### src/rtl/sys_arr_pkg.sv
// Shared types and sizing for the systolic-array controller.
// Holds the FSM state encoding, default dimensions and the array pipeline latency.
package sys_arr_pkg;

    typedef enum logic [2:0] {IDLE, LOAD_W, STREAM, DRAIN, DONE} state_e;

    localparam int DEF_WIDTH_HEIGHT = 2;
    localparam int DEF_ADDR_WIDTH   = 8;

    // Cycles from the first active cycle to the first valid output row.
    function automatic int latency(input int wh);
        return 2 * wh - 1;
    endfunction

endpackage

### src/rtl/sys_arr_out_seq.sv
// Delayed result-write sequencer: after a launch pulse it waits out the array latency,
// then raises out_wr_en for num_vecs cycles while out_addr counts up and saturates.
module sys_arr_out_seq
    import sys_arr_pkg::*;
#(
    parameter int width_height = DEF_WIDTH_HEIGHT,
    parameter int addr_width   = DEF_ADDR_WIDTH
) (
    input  logic                  clk,
    input  logic                  reset,
    input  logic                  clear,
    input  logic                  launch,
    input  logic [addr_width-1:0] num_vecs,
    output logic                  out_wr_en,
    output logic [addr_width-1:0] out_addr,
    output logic                  last
);

    localparam int LAT = latency(width_height);

    logic [LAT-1:0]        launch_q, launch_d;
    logic                  en_q, en_d;
    logic [addr_width-1:0] addr_q, addr_d;

    assign last      = en_q && (addr_q == num_vecs - addr_width'(1));
    assign out_wr_en = en_q;
    assign out_addr  = addr_q;

    always_comb begin
        launch_d = LAT'({launch_q, launch});
        en_d     = en_q;
        addr_d   = addr_q;
        if (clear) begin
            launch_d = '0;
            en_d     = 1'b0;
            addr_d   = '0;
        end else if (launch_q[LAT-1]) begin
            en_d   = 1'b1;
            addr_d = '0;
        end else if (last) begin
            // address is left on its final value until the controller goes idle
            en_d = 1'b0;
        end else if (en_q) begin
            addr_d = addr_q + addr_width'(1);
        end
    end

    always_ff @(posedge clk or posedge reset) begin
        if (reset) begin
            launch_q <= '0;
            en_q     <= 1'b0;
            addr_q   <= '0;
        end else begin
            launch_q <= launch_d;
            en_q     <= en_d;
            addr_q   <= addr_d;
        end
    end

endmodule

### src/rtl/sys_arr_ctrl.sv
// Systolic-array job controller: loads weights, streams input vectors, and hands the
// delayed result window to sys_arr_out_seq. All outputs come straight from flops.
module sys_arr_ctrl
    import sys_arr_pkg::*;
#(
    parameter int width_height = DEF_WIDTH_HEIGHT,
    parameter int addr_width   = DEF_ADDR_WIDTH
) (
    input  logic                  clk,
    input  logic                  reset,
    input  logic                  start,
    input  logic                  abort,
    input  logic [addr_width-1:0] num_vecs,
    output logic                  wwrite,
    output logic [addr_width-1:0] w_addr,
    output logic                  active,
    output logic [addr_width-1:0] d_addr,
    output logic                  out_wr_en,
    output logic [addr_width-1:0] out_addr,
    output logic                  busy,
    output logic                  done
);

    localparam logic [addr_width-1:0] W_LAST = addr_width'(width_height - 1);

    state_e                state_q, state_d;
    logic [addr_width-1:0] nv_q, nv_d;
    logic [addr_width-1:0] w_addr_q, w_addr_d;
    logic [addr_width-1:0] d_addr_q, d_addr_d;
    logic                  wwrite_q, wwrite_d;
    logic                  active_q, active_d;
    logic                  busy_q, busy_d;
    logic                  done_q, done_d;
    logic                  launch, seq_last, seq_clear;

    always_comb begin
        state_d  = state_q;
        nv_d     = nv_q;
        w_addr_d = w_addr_q;
        d_addr_d = d_addr_q;
        wwrite_d = 1'b0;
        active_d = 1'b0;
        done_d   = 1'b0;
        launch   = 1'b0;
        if (abort) begin
            state_d  = IDLE;
            w_addr_d = '0;
            d_addr_d = '0;
        end else begin
            case (state_q)
                IDLE: begin
                    w_addr_d = '0;
                    d_addr_d = '0;
                    if (start) begin
                        state_d  = LOAD_W;
                        nv_d     = num_vecs;
                        wwrite_d = 1'b1;
                    end
                end
                LOAD_W: begin
                    if (w_addr_q == W_LAST) begin
                        if (nv_q == '0) begin
                            state_d = DONE;
                            done_d  = 1'b1;
                        end else begin
                            state_d  = STREAM;
                            active_d = 1'b1;
                            launch   = 1'b1;
                        end
                    end else begin
                        wwrite_d = 1'b1;
                        w_addr_d = w_addr_q + addr_width'(1);
                    end
                end
                STREAM: begin
                    if (d_addr_q == nv_q - addr_width'(1)) begin
                        state_d = DRAIN;
                    end else begin
                        active_d = 1'b1;
                        d_addr_d = d_addr_q + addr_width'(1);
                    end
                end
                DRAIN: begin
                    if (seq_last) begin
                        state_d = DONE;
                        done_d  = 1'b1;
                    end
                end
                DONE: begin
                    state_d  = IDLE;
                    w_addr_d = '0;
                    d_addr_d = '0;
                end
                default: state_d = IDLE;
            endcase
        end
        busy_d = (state_d != IDLE);
    end

    // Output sequencer is flushed whenever the controller is heading to IDLE.
    assign seq_clear = (state_d == IDLE);

    always_ff @(posedge clk or posedge reset) begin
        if (reset) begin
            state_q  <= IDLE;
            nv_q     <= '0;
            w_addr_q <= '0;
            d_addr_q <= '0;
            wwrite_q <= 1'b0;
            active_q <= 1'b0;
            busy_q   <= 1'b0;
            done_q   <= 1'b0;
        end else begin
            state_q  <= state_d;
            nv_q     <= nv_d;
            w_addr_q <= w_addr_d;
            d_addr_q <= d_addr_d;
            wwrite_q <= wwrite_d;
            active_q <= active_d;
            busy_q   <= busy_d;
            done_q   <= done_d;
        end
    end

    sys_arr_out_seq #(
        .width_height(width_height),
        .addr_width  (addr_width)
    ) u_out_seq (
        .clk      (clk),
        .reset    (reset),
        .clear    (seq_clear),
        .launch   (launch),
        .num_vecs (nv_q),
        .out_wr_en(out_wr_en),
        .out_addr (out_addr),
        .last     (seq_last)
    );

    assign wwrite = wwrite_q;
    assign w_addr = w_addr_q;
    assign active = active_q;
    assign d_addr = d_addr_q;
    assign busy   = busy_q;
    assign done   = done_q;

endmodule
### config.mk
export PLATFORM = sky130hd
export DESIGN_NAME = sys_arr_ctrl
export DESIGN_NICKNAME = d
export VERILOG_FILES = /design/src/rtl/sys_arr_pkg.sv /design/src/rtl/sys_arr_out_seq.sv /design/src/rtl/sys_arr_ctrl.sv
export SDC_FILE = /design/constraint.sdc
export NUM_CORES = 1
export LEC_CHECK = 0
export CAP_MARGIN = 20
export CORE_ASPECT_RATIO = 0.5
export CORE_MARGIN = 3
export CORE_UTILIZATION = 50
export CTS_CLUSTER_DIAMETER = 120
export CTS_CLUSTER_SIZE = 40
export DETAILED_ROUTE_END_ITERATION = 6
export GPL_TIMING_DRIVEN = 0
export PLACE_DENSITY_LB_ADDON = 0.15
export REMOVE_ABC_BUFFERS = 1
export SYNTH_ARGS = -nofsm -noshare
export SYNTH_HDL_FRONTEND = slang
export SYNTH_SLANG_ARGS = --single-unit
### constraint.sdc
create_clock -name clk -period 3.5 [get_ports clk]
set_clock_uncertainty 0.15 [all_clocks]
set_input_delay 0.35 -clock clk [delete_from_list [all_inputs] [get_ports clk]]
set_output_delay 0.35 -clock clk [all_outputs]
set_load 0.05 [all_outputs]
==> impl_metrics.env <==
export IMPL_clockRootBuffer="clkbuf_8"
export IMPL_multi_input_area_mm2=0.00153
export IMPL_arrival_ns=3.09
export IMPL_clkLatencyLatePin_ns=0.30
export IMPL_synth_ff_latch_count=43
export IMPL_end_kind="register"
export IMPL_cellPowerDensity_mw_per_mm2=389
export IMPL_diodes=0
export IMPL_drt_first_iter_violations=108
export IMPL_vias=2230
export IMPL_dp_slack_ns=0.418
export IMPL_hold_slack_ns=0.323
export IMPL_grt_pass1_vias=2122
export IMPL_ys_warn_count=0
export IMPL_internal_power_uw=875
export IMPL_setup_tns_ns=0
export IMPL_p_comb_share_pct=22.8
export IMPL_io_buffers=40
export IMPL_cts_tree="done"
export IMPL_crit_fanout=15
export IMPL_synth_area_top_cells="dfrtp_1 39%, xnor3_1 4.1%, mux2_2 3.3%, xor2_1 3.2%, nor2_1 2.9%"
export IMPL_syn_avg_cell_area_um2=9.99
export IMPL_synth_top_area_share_pct=39.5
export IMPL_dp_hpwl_um=4310
export IMPL_cts_sinks=43
export IMPL_cp_required_ns=3.53
export IMPL_fmax_ghz=0.327
export IMPL_tightest_slew_ns=0.965
export IMPL_critical_path_startpoint_type="register"
export IMPL_nets=325
export IMPL_htreeDepth=2
export IMPL_period_share_pct=87.3
export IMPL_synthFlopType="dfrtp_1"
export IMPL_route_detailed_drc=0
export IMPL_fill_cells=421
export IMPL_dr_pass1_iters=4
export IMPL_drv_cap=0
export IMPL_layout_commonest_cell="dfrtp_1"
export IMPL_cts_clk_slew_worst_paths_ns=0.09
export IMPL_grt_pass1_wl_um=10100
export IMPL_drt_total_wl_um=5910
export IMPL_dpl_cell_count=370
export IMPL_power_frac_clock_pct=31.1
export IMPL_ant_nets=0
export IMPL_critPathKind="reg2reg"
export IMPL_peakVddDrop_uv=272
export IMPL_synth_top_area_cell="dfrtp_1"
export IMPL_status="complete, no violations"
export IMPL_std_cell_rows=18
export IMPL_utilization_pct=63.8
export IMPL_async_flop_share_pct=100
export IMPL_ios=41
export IMPL_switchingPower_uw=388
export IMPL_grt_max_degree=44
export IMPL_ctsHoldBuffers=0
export IMPL_vias_per_cell=5.90
export IMPL_rsz0062_at_grt="false"
export IMPL_leakagePower_uw=0.00126
export IMPL_gp_congestion=0.870
export IMPL_initial_utilization_pct=53.6
export IMPL_die_w_um=110
export IMPL_seq_power_share_pct=46.2
export IMPL_cts_setup_buffers=0
export IMPL_die_h_um=58.2
export IMPL_hold_path_class="reg2reg"
export IMPL_syn_to_final_growth_pct=19.1
export IMPL_switching_share_pct=30.7
export IMPL_regArea_mm2=0.00108
export IMPL_overflow=0
export IMPL_ys_types=66
export IMPL_relSlewSlack_pct=35.3
export IMPL_worst_slack_ns=0.445
export IMPL_setup_violations=0
export IMPL_syn_inst=273
export IMPL_grt_util_all_layers_pct=19.7
export IMPL_numCtsBuffers=5
export IMPL_final_cells=378
export IMPL_synth_edf_count=0
export IMPL_min_period_ns=3.05
export IMPL_maxSlewViolCount=0
export IMPL_finalHoldViolations=0
export IMPL_antenna_found_initial=0
export IMPL_yosysSeqAreaShare_pct=39.5
export IMPL_postCtsResizedCells=0
export IMPL_final_cell_mix="43 x dfrtp_1, 40 x clkdlybuf4s50_1, 21 x nor2_1, 20 x nand2_1, 12 x nand3_1"
export IMPL_drive_gt1_share_pct=10.7
export IMPL_fp_coreArea_mm2=0.00509
export IMPL_wl_per_cell_um=15.6
export IMPL_dieArea_mm2=0.00643
export IMPL_clk_path_buf_depth=2
export IMPL_synth_area_mm2=0.00273
worst paths after layout:
| kind | from | slack (ns) | depth (start not counted) | to |
|---|---|---|---|---|
| worst min register to register | u_out_seq.launch_q[0]$_DFF_PP0_ | 0.32 | 1 | u_out_seq.launch_q[1]$_DFF_PP0_ |
| worst max-delay path | nv_q[0]$_DFFE_PP0P_ | 0.45 | 8 | u_out_seq.out_addr[1]$_DFFE_PP0P_ |
| min in group asynchronous | reset | 0.41 | 2 | wwrite$_DFF_PP0_ |
| worst min-delay path | u_out_seq.launch_q[0]$_DFF_PP0_ | 0.32 | 1 | u_out_seq.launch_q[1]$_DFF_PP0_ |
| worst max register to register | nv_q[0]$_DFFE_PP0P_ | 0.45 | 8 | u_out_seq.out_addr[1]$_DFFE_PP0P_ |
| max in group asynchronous | reset | 2.23 | 2 | u_out_seq.out_addr[4]$_DFFE_PP0P_ |
through the flow:
step,area (µm²),total power [µW]
after floorplan,2650,802
after global placement,3140,867
after detailed placement,3140,879
after CTS,3250,1270
after global routing,3250,1320
final,3250,1260
power by group through the flow:
stage | sequential [µW] | clock [µW] | combinational [µW]
after floorplan | 588 | 0 | 214
after detailed placement | 593 | 0 | 287
after global routing | 590 | 418 | 314
final | 583 | 392 | 287
after global placement | 590 | 0 | 277
after CTS | 583 | 400 | 288
state kept, by name (all words and copies together), names as in the netlist:
register	cells
u_out_seq.out_addr	8
d_addr	8
w_addr	8
wwrite	1
nv_q	8
done	1
u_out_seq.launch_q	3
busy	1
state_q	3
active	1
u_out_seq.out_wr_en	1
final cells by class:
cell class	count	area share [%]
Clock buffer	5	2.12
Clock inverter	3	1.35
Inverter	12	1.39
Multi-Input combinational cell	205	47.0
Sequential cell	43	33.1
Tap cell	70	2.70
Timing Repair Buffer	40	12.3
synth_stat cells, types with 6 or more instances:
library cell	n
dfrtp_1	43
mux2_2	8
xnor2_1	8
nand4_1	8
or3_1	11
mux2i_1	6
nand2_1	20
nand3_1	12
nor2_1	21
a21oi_1	11
clkbuf_1	6
xor2_1	10
ha_1	6
and2_1	6
inv_1	12
nor3_1	6
routing by layer:
metal	global-route usage, %	vias to the layer above	wire (µm)
met5	0	-	0
met4	5.44	0	72
met3	6.57	9	305
met2	31.7	64	2730
met1	26.0	1095	2810
li1	-	1062	-
cells by family after synthesis:
logic type	share of synthesized area (%)
AO/OA/AOI/OAI	14.4
XOR/XNOR	10.8
adder cells (fa/ha/maj)	2.75
buffers and inverters	4.54
flip-flops	39.5
multiplexers	5.51
AND/OR/NAND/NOR	22.6
worst max-delay path: stages (launching register included):
cell and delay, ns:
dfrtp_1 0.50, inv_1 0.11, ha_1 0.30, xor2_1 0.41
xnor2_1 0.19, o2111ai_2 0.16, o31ai_2 0.79, mux2i_1 0.26
nor2_1 0.06
(Power assumes the default switching activity.)
